### src/rtl/flag_branch_resolver.sv
// Flag register and branch resolver: latches ALU NZCV flags and returns a registered taken/not-taken decision.
// Define FLAG_BRANCH_FWD_EN to forward same-cycle ALU flags into B.cond instead of stalling one cycle.
module flag_branch_resolver #(
    parameter int COND_W = 4,
    parameter int TYPE_W = 2
) (
    input  logic              clk,
    input  logic              rst_n,
    input  logic              set_flags,
    input  logic              alu_n,
    input  logic              alu_z,
    input  logic              alu_c,
    input  logic              alu_v,
    input  logic              br_valid,
    output logic              br_ready,
    input  logic [TYPE_W-1:0] br_type,
    input  logic [COND_W-1:0] br_cond,
    input  logic              op_zero,
    input  logic              flush,
    output logic              out_valid,
    input  logic              out_ready,
    output logic              out_taken,
    output logic [3:0]        flags_q
);

    localparam logic [0:0] IDLE = 1'b0;
    localparam logic [0:0] FULL = 1'b1;

    localparam logic [TYPE_W-1:0] TYPE_B     = TYPE_W'(0);
    localparam logic [TYPE_W-1:0] TYPE_BCOND = TYPE_W'(1);
    localparam logic [TYPE_W-1:0] TYPE_CBZ   = TYPE_W'(2);
    localparam logic [TYPE_W-1:0] TYPE_CBNZ  = TYPE_W'(3);

    logic [0:0] state_q;
    logic [0:0] state_d;
    logic       outTaken_q;
    logic       outTaken_d;
    logic [3:0] flags_d;
    logic [3:0] aluFlags;
    logic [3:0] evalFlags;
    logic       condStall;
    logic       accept;
    logic       evalTaken;

    // Flags are packed {N,Z,C,V}; bit 3 is N, bit 0 is V.
    function automatic logic condPass(input logic [3:0] cond, input logic [3:0] f);
        logic n;
        logic z;
        logic c;
        logic v;
        logic pass;
        n = f[3];
        z = f[2];
        c = f[1];
        v = f[0];
        case (cond)
            4'h0:    pass = z;
            4'h1:    pass = !z;
            4'h2:    pass = c;
            4'h3:    pass = !c;
            4'h4:    pass = n;
            4'h5:    pass = !n;
            4'h6:    pass = v;
            4'h7:    pass = !v;
            4'h8:    pass = c && !z;
            4'h9:    pass = !c || z;
            4'hA:    pass = (n == v);
            4'hB:    pass = (n != v);
            4'hC:    pass = !z && (n == v);
            4'hD:    pass = z || (n != v);
            default: pass = 1'b1;
        endcase
        return pass;
    endfunction

    assign aluFlags  = {alu_n, alu_z, alu_c, alu_v};
    assign out_valid = (state_q == FULL);
    assign out_taken = outTaken_q;

`ifdef FLAG_BRANCH_FWD_EN
    assign condStall = 1'b0;
    assign evalFlags = set_flags ? aluFlags : flags_q;
`else
    // A B.cond arriving with a flag write waits one cycle so it sees the new flags_q.
    assign condStall = br_valid && (br_type == TYPE_BCOND) && set_flags;
    assign evalFlags = flags_q;
`endif

    assign br_ready = (!out_valid || out_ready) && !condStall;
    assign accept   = br_valid && br_ready && !flush;

    always_comb begin
        evalTaken = 1'b1;
        case (br_type)
            TYPE_B:     evalTaken = 1'b1;
            TYPE_BCOND: evalTaken = condPass(4'(br_cond), evalFlags);
            TYPE_CBZ:   evalTaken = op_zero;
            TYPE_CBNZ:  evalTaken = !op_zero;
            default:    evalTaken = 1'b1;
        endcase
    end

    always_comb begin
        flags_d = flags_q;
        if (set_flags) begin
            flags_d = aluFlags;
        end
    end

    // Flush wins over everything; a same-cycle consume and accept keeps the slot full with new data.
    always_comb begin
        state_d    = state_q;
        outTaken_d = outTaken_q;
        if (flush) begin
            state_d    = IDLE;
            outTaken_d = 1'b0;
        end else if (accept) begin
            state_d    = FULL;
            outTaken_d = evalTaken;
        end else if (out_valid && out_ready) begin
            state_d    = IDLE;
            outTaken_d = 1'b0;
        end
    end

    always_ff @(posedge clk or negedge rst_n) begin
        if (!rst_n) begin
            state_q    <= IDLE;
            outTaken_q <= 1'b0;
            flags_q    <= 4'b0000;
        end else begin
            state_q    <= state_d;
            outTaken_q <= outTaken_d;
            flags_q    <= flags_d;
        end
    end

endmodule

### config.mk
export PLATFORM = sky130hd
export DESIGN_NAME = flag_branch_resolver
export DESIGN_NICKNAME = d
export VERILOG_FILES = /design/src/rtl/flag_branch_resolver.sv
export SDC_FILE = /design/constraint.sdc
export NUM_CORES = 1
export LEC_CHECK = 0
export ABC_AREA = 1
export BUFFER_PORTS_ARGS = -buffer_cell sky130_fd_sc_hd__buf_2
export CORE_AREA = 2 2 39 41
export DETAILED_ROUTE_END_ITERATION = 16
export DIE_AREA = 0 0 41 43
export PLACE_DENSITY = 0.67
export SLEW_MARGIN = 40
export SYNTH_ARGS = -nofsm -noshare
export SYNTH_HDL_FRONTEND = slang
export SYNTH_SLANG_ARGS = --single-unit
### constraint.sdc
create_clock -name clk -period 1.4 [get_ports clk]
set_clock_uncertainty 0.15 [all_clocks]
set_input_delay 0.07 -clock clk [delete_from_list [all_inputs] [get_ports clk]]
set_output_delay 0.07 -clock clk [all_outputs]
set_load 0.01 [all_outputs]
==> results.cfg <==
[power]
power_density_nw_per_um2 = 707
seqPwrFrac_pct = 37.5
internal-power_mw = 0.372
pwr-share-comb_pct = 34.6
switching_power_mw = 0.172
netSwitchingFraction_pct = 31.6
power_leakage_nw = 0.425
max-vdd-ir-drop_mv = 0.414
power_frac_clock_pct = 27.9

[yosys]
syn_inst = 82
yosysUniqueCellTypes = 14
post_synth_main_area_contributors = dfrtp_1 30%, nand2_1 20%, inv_1 9.0%
synth_fp_nets = 99
synthesis.area_um2 = 498
syn_avg_cell_area_um2 = 6.07
yosysSeqAreaShare_pct = 30.2
yosys_warnings = 0
ys_seq_elements = 6
yosysTopAreaCellShare_pct = 30.2
yosysTopAreaCell = dfrtp_1

[cells_and_area]
fillerInstances = 132
multi_input_area_um2 = 315
seq_area_um2 = 150
diodes = 0
final_cell_mix = 25 x nand2_1, 23 x buf_2, 9 x nor2_1, 9 x dlygate4sd3_1, 8 x inv_1
nets = 136
utilization_pct = 55.6
syn_to_final_growth_pct = 54.5
layout_commonest_cell = nand2_1
drive_gt1_share_pct = 35.9
finalNonFillerCells = 133

[timing]
fmaxAchievable_mhz = 729
finalHoldViolCount = 0
setup_violations = 0
whs_ns = 0.0314
rsz0062_at_grt = false
drv_slew = 0
tightest_slew_ns = 0.235
finalSetupTns_ns = 0
min_period_ns = 1.37
final.period_utilization_pct = 98.0
slew_headroom_pct = 84.3
worst_slack_ns = 0.0281

[worst_setup_path]
worstSetupPathType = in -> out
r2r_slack_ns = 0.13
crit_chain = dlygate4sd3_1, buf_2, a31oi_4, buf_2
slowest_delay_ns = 0.54
critPathCaptureType = output port
r2r_start = flags_q[1]
cp-start-kind = input port
path_max_fanout = 9
cpMaxStageDelayCell = dlygate4sd3_1
timing.critical_path.mode_cell = buf_2
timing.rr.end = out_taken
critPathRequiredTime_ns = 1.18
critPathArrivalTime_ns = 1.15
worstRegToRegCells = 8

[die]
die_y_um = 43
initial_core_util_pct = 36.0
dieWidth_um = 41
die_area_um2 = 1760
core_um2 = 1380
core.rowCount = 14
io_pins = 24

[grt]
groute.usage.overall_pct = 18.0
antenna_found_initial = 0
gr-total-overflow = 0
grt_max_degree = 10
grt_pass1_vias = 613
grt_pass1_wl_um = 2170

[clock_tree]
root_buffer = clkbuf_4
cts_sinks = 6
clk_latency_ns = 0.24
cts_tree = done
clock_path_buffers = 2
cts_made_buffers = 3
cts-htree-levels = 1
clk_pin_slew_worst_paths_ns = 0.04

[job]
max-cap-violations = 0

[drt]
wl_per_cell_um = 9.35
drc = 0
antenna_left = 0
wirelength_um = 1240
drt_iter0_markers = 16
num_vias = 597
drt_pass1_iterations = 4
via_per_inst = 4.49

[hold_path]
hp-class = in -> async

[place]
hpwl_um = 958
portBuffers = 23
place_ws_ns = 0.0774
dp.cells = 120
place_congestion = 0.795

[outcome]
outcome = completed
worst max-delay path by stage:
stage,end,depth (start not counted),from,slack (ns)
finish,br_ready,4,set_flags,0.03
floorplan,out_taken,10,flags_q[0],0.14
global placement,out_taken,8,flags_q[1],0.12
global route,out_taken,10,flags_q[0],0.005
detailed placement,out_taken,10,flags_q[0],0.08
CTS,br_ready,4,set_flags,0.02
synth_stat cells:
| library cell | count |
|---|---|
| nand2_1 | 27 |
| o21ai_0 | 6 |
| buf_2 | 1 |
| dfrtp_1 | 6 |
| nand4_1 | 1 |
| a21oi_1 | 5 |
| nand3b_4 | 1 |
| a31oi_2 | 1 |
| nor2_1 | 10 |
| nand3_1 | 6 |
| inv_1 | 12 |
| inv_2 | 1 |
| nor2_2 | 3 |
| nand2_2 | 2 |
logic make-up (layout without fill, tap and decap cells):
logic type / after synthesis / in the layout / share of synthesized area [%]
and+or+nand+nor: 50 / 50 / 45.5
AOI/OAI and AO/OA: 12 / 12 / 13.6
buffers and inverters: 14 / 49 / 10.8
DFF: 6 / 6 / 30.1
sequential cells by signal (all words and copies together), names as in the netlist:
signal and count:
out_valid 1, out_taken 1, flags_q 4
metrics by stage:
step,power (mW),cell area [um2]
2_1_floorplan,0.294,498
3_3_place_gp,0.356,628
3_5_place_dp,0.359,628
4_1_cts,0.534,741
5_1_grt,0.593,769
6_report,0.544,769
what timing repair did:
item,4_1_cts,5_1_grt
hold buffers,9,0
hold endpoints to repair,12,0
resized for setup,0,9
endpoints found under the setup margin,0,2
buffers inserted,0,1
worst max-delay path, delay by kind of cell:
kind	cells	cell delay [ns]
buffers and inverters	3	0.87
AOI/OAI and AO/OA	1	0.20
layer usage:
layer	wire (um)	global-route usage (%)
met5	0	0
met4	9	10.7
met3	35	4.19
met2	633	28.4
met1	566	20.6
power by group through the flow:
stage	combinational [mW]	clock, mW	sequential, mW
3_3_place_gp	0.152	0	0.204
3_5_place_dp	0.155	0	0.204
4_1_cts	0.175	0.157	0.202
2_1_floorplan	0.0835	0	0.211
5_1_grt	0.212	0.175	0.207
6_report	0.188	0.152	0.204
final cells by class:
class | instances | share of cell area [%]
Clock buffer | 3 | 2.93
Inverter | 13 | 6.34
Multi-Input combinational cell | 62 | 41.0
Sequential cell | 6 | 19.5
Tap cell | 16 | 2.60
Timing Repair Buffer | 33 | 27.6
No activity file was read; power rests on OpenSTA's default activity.
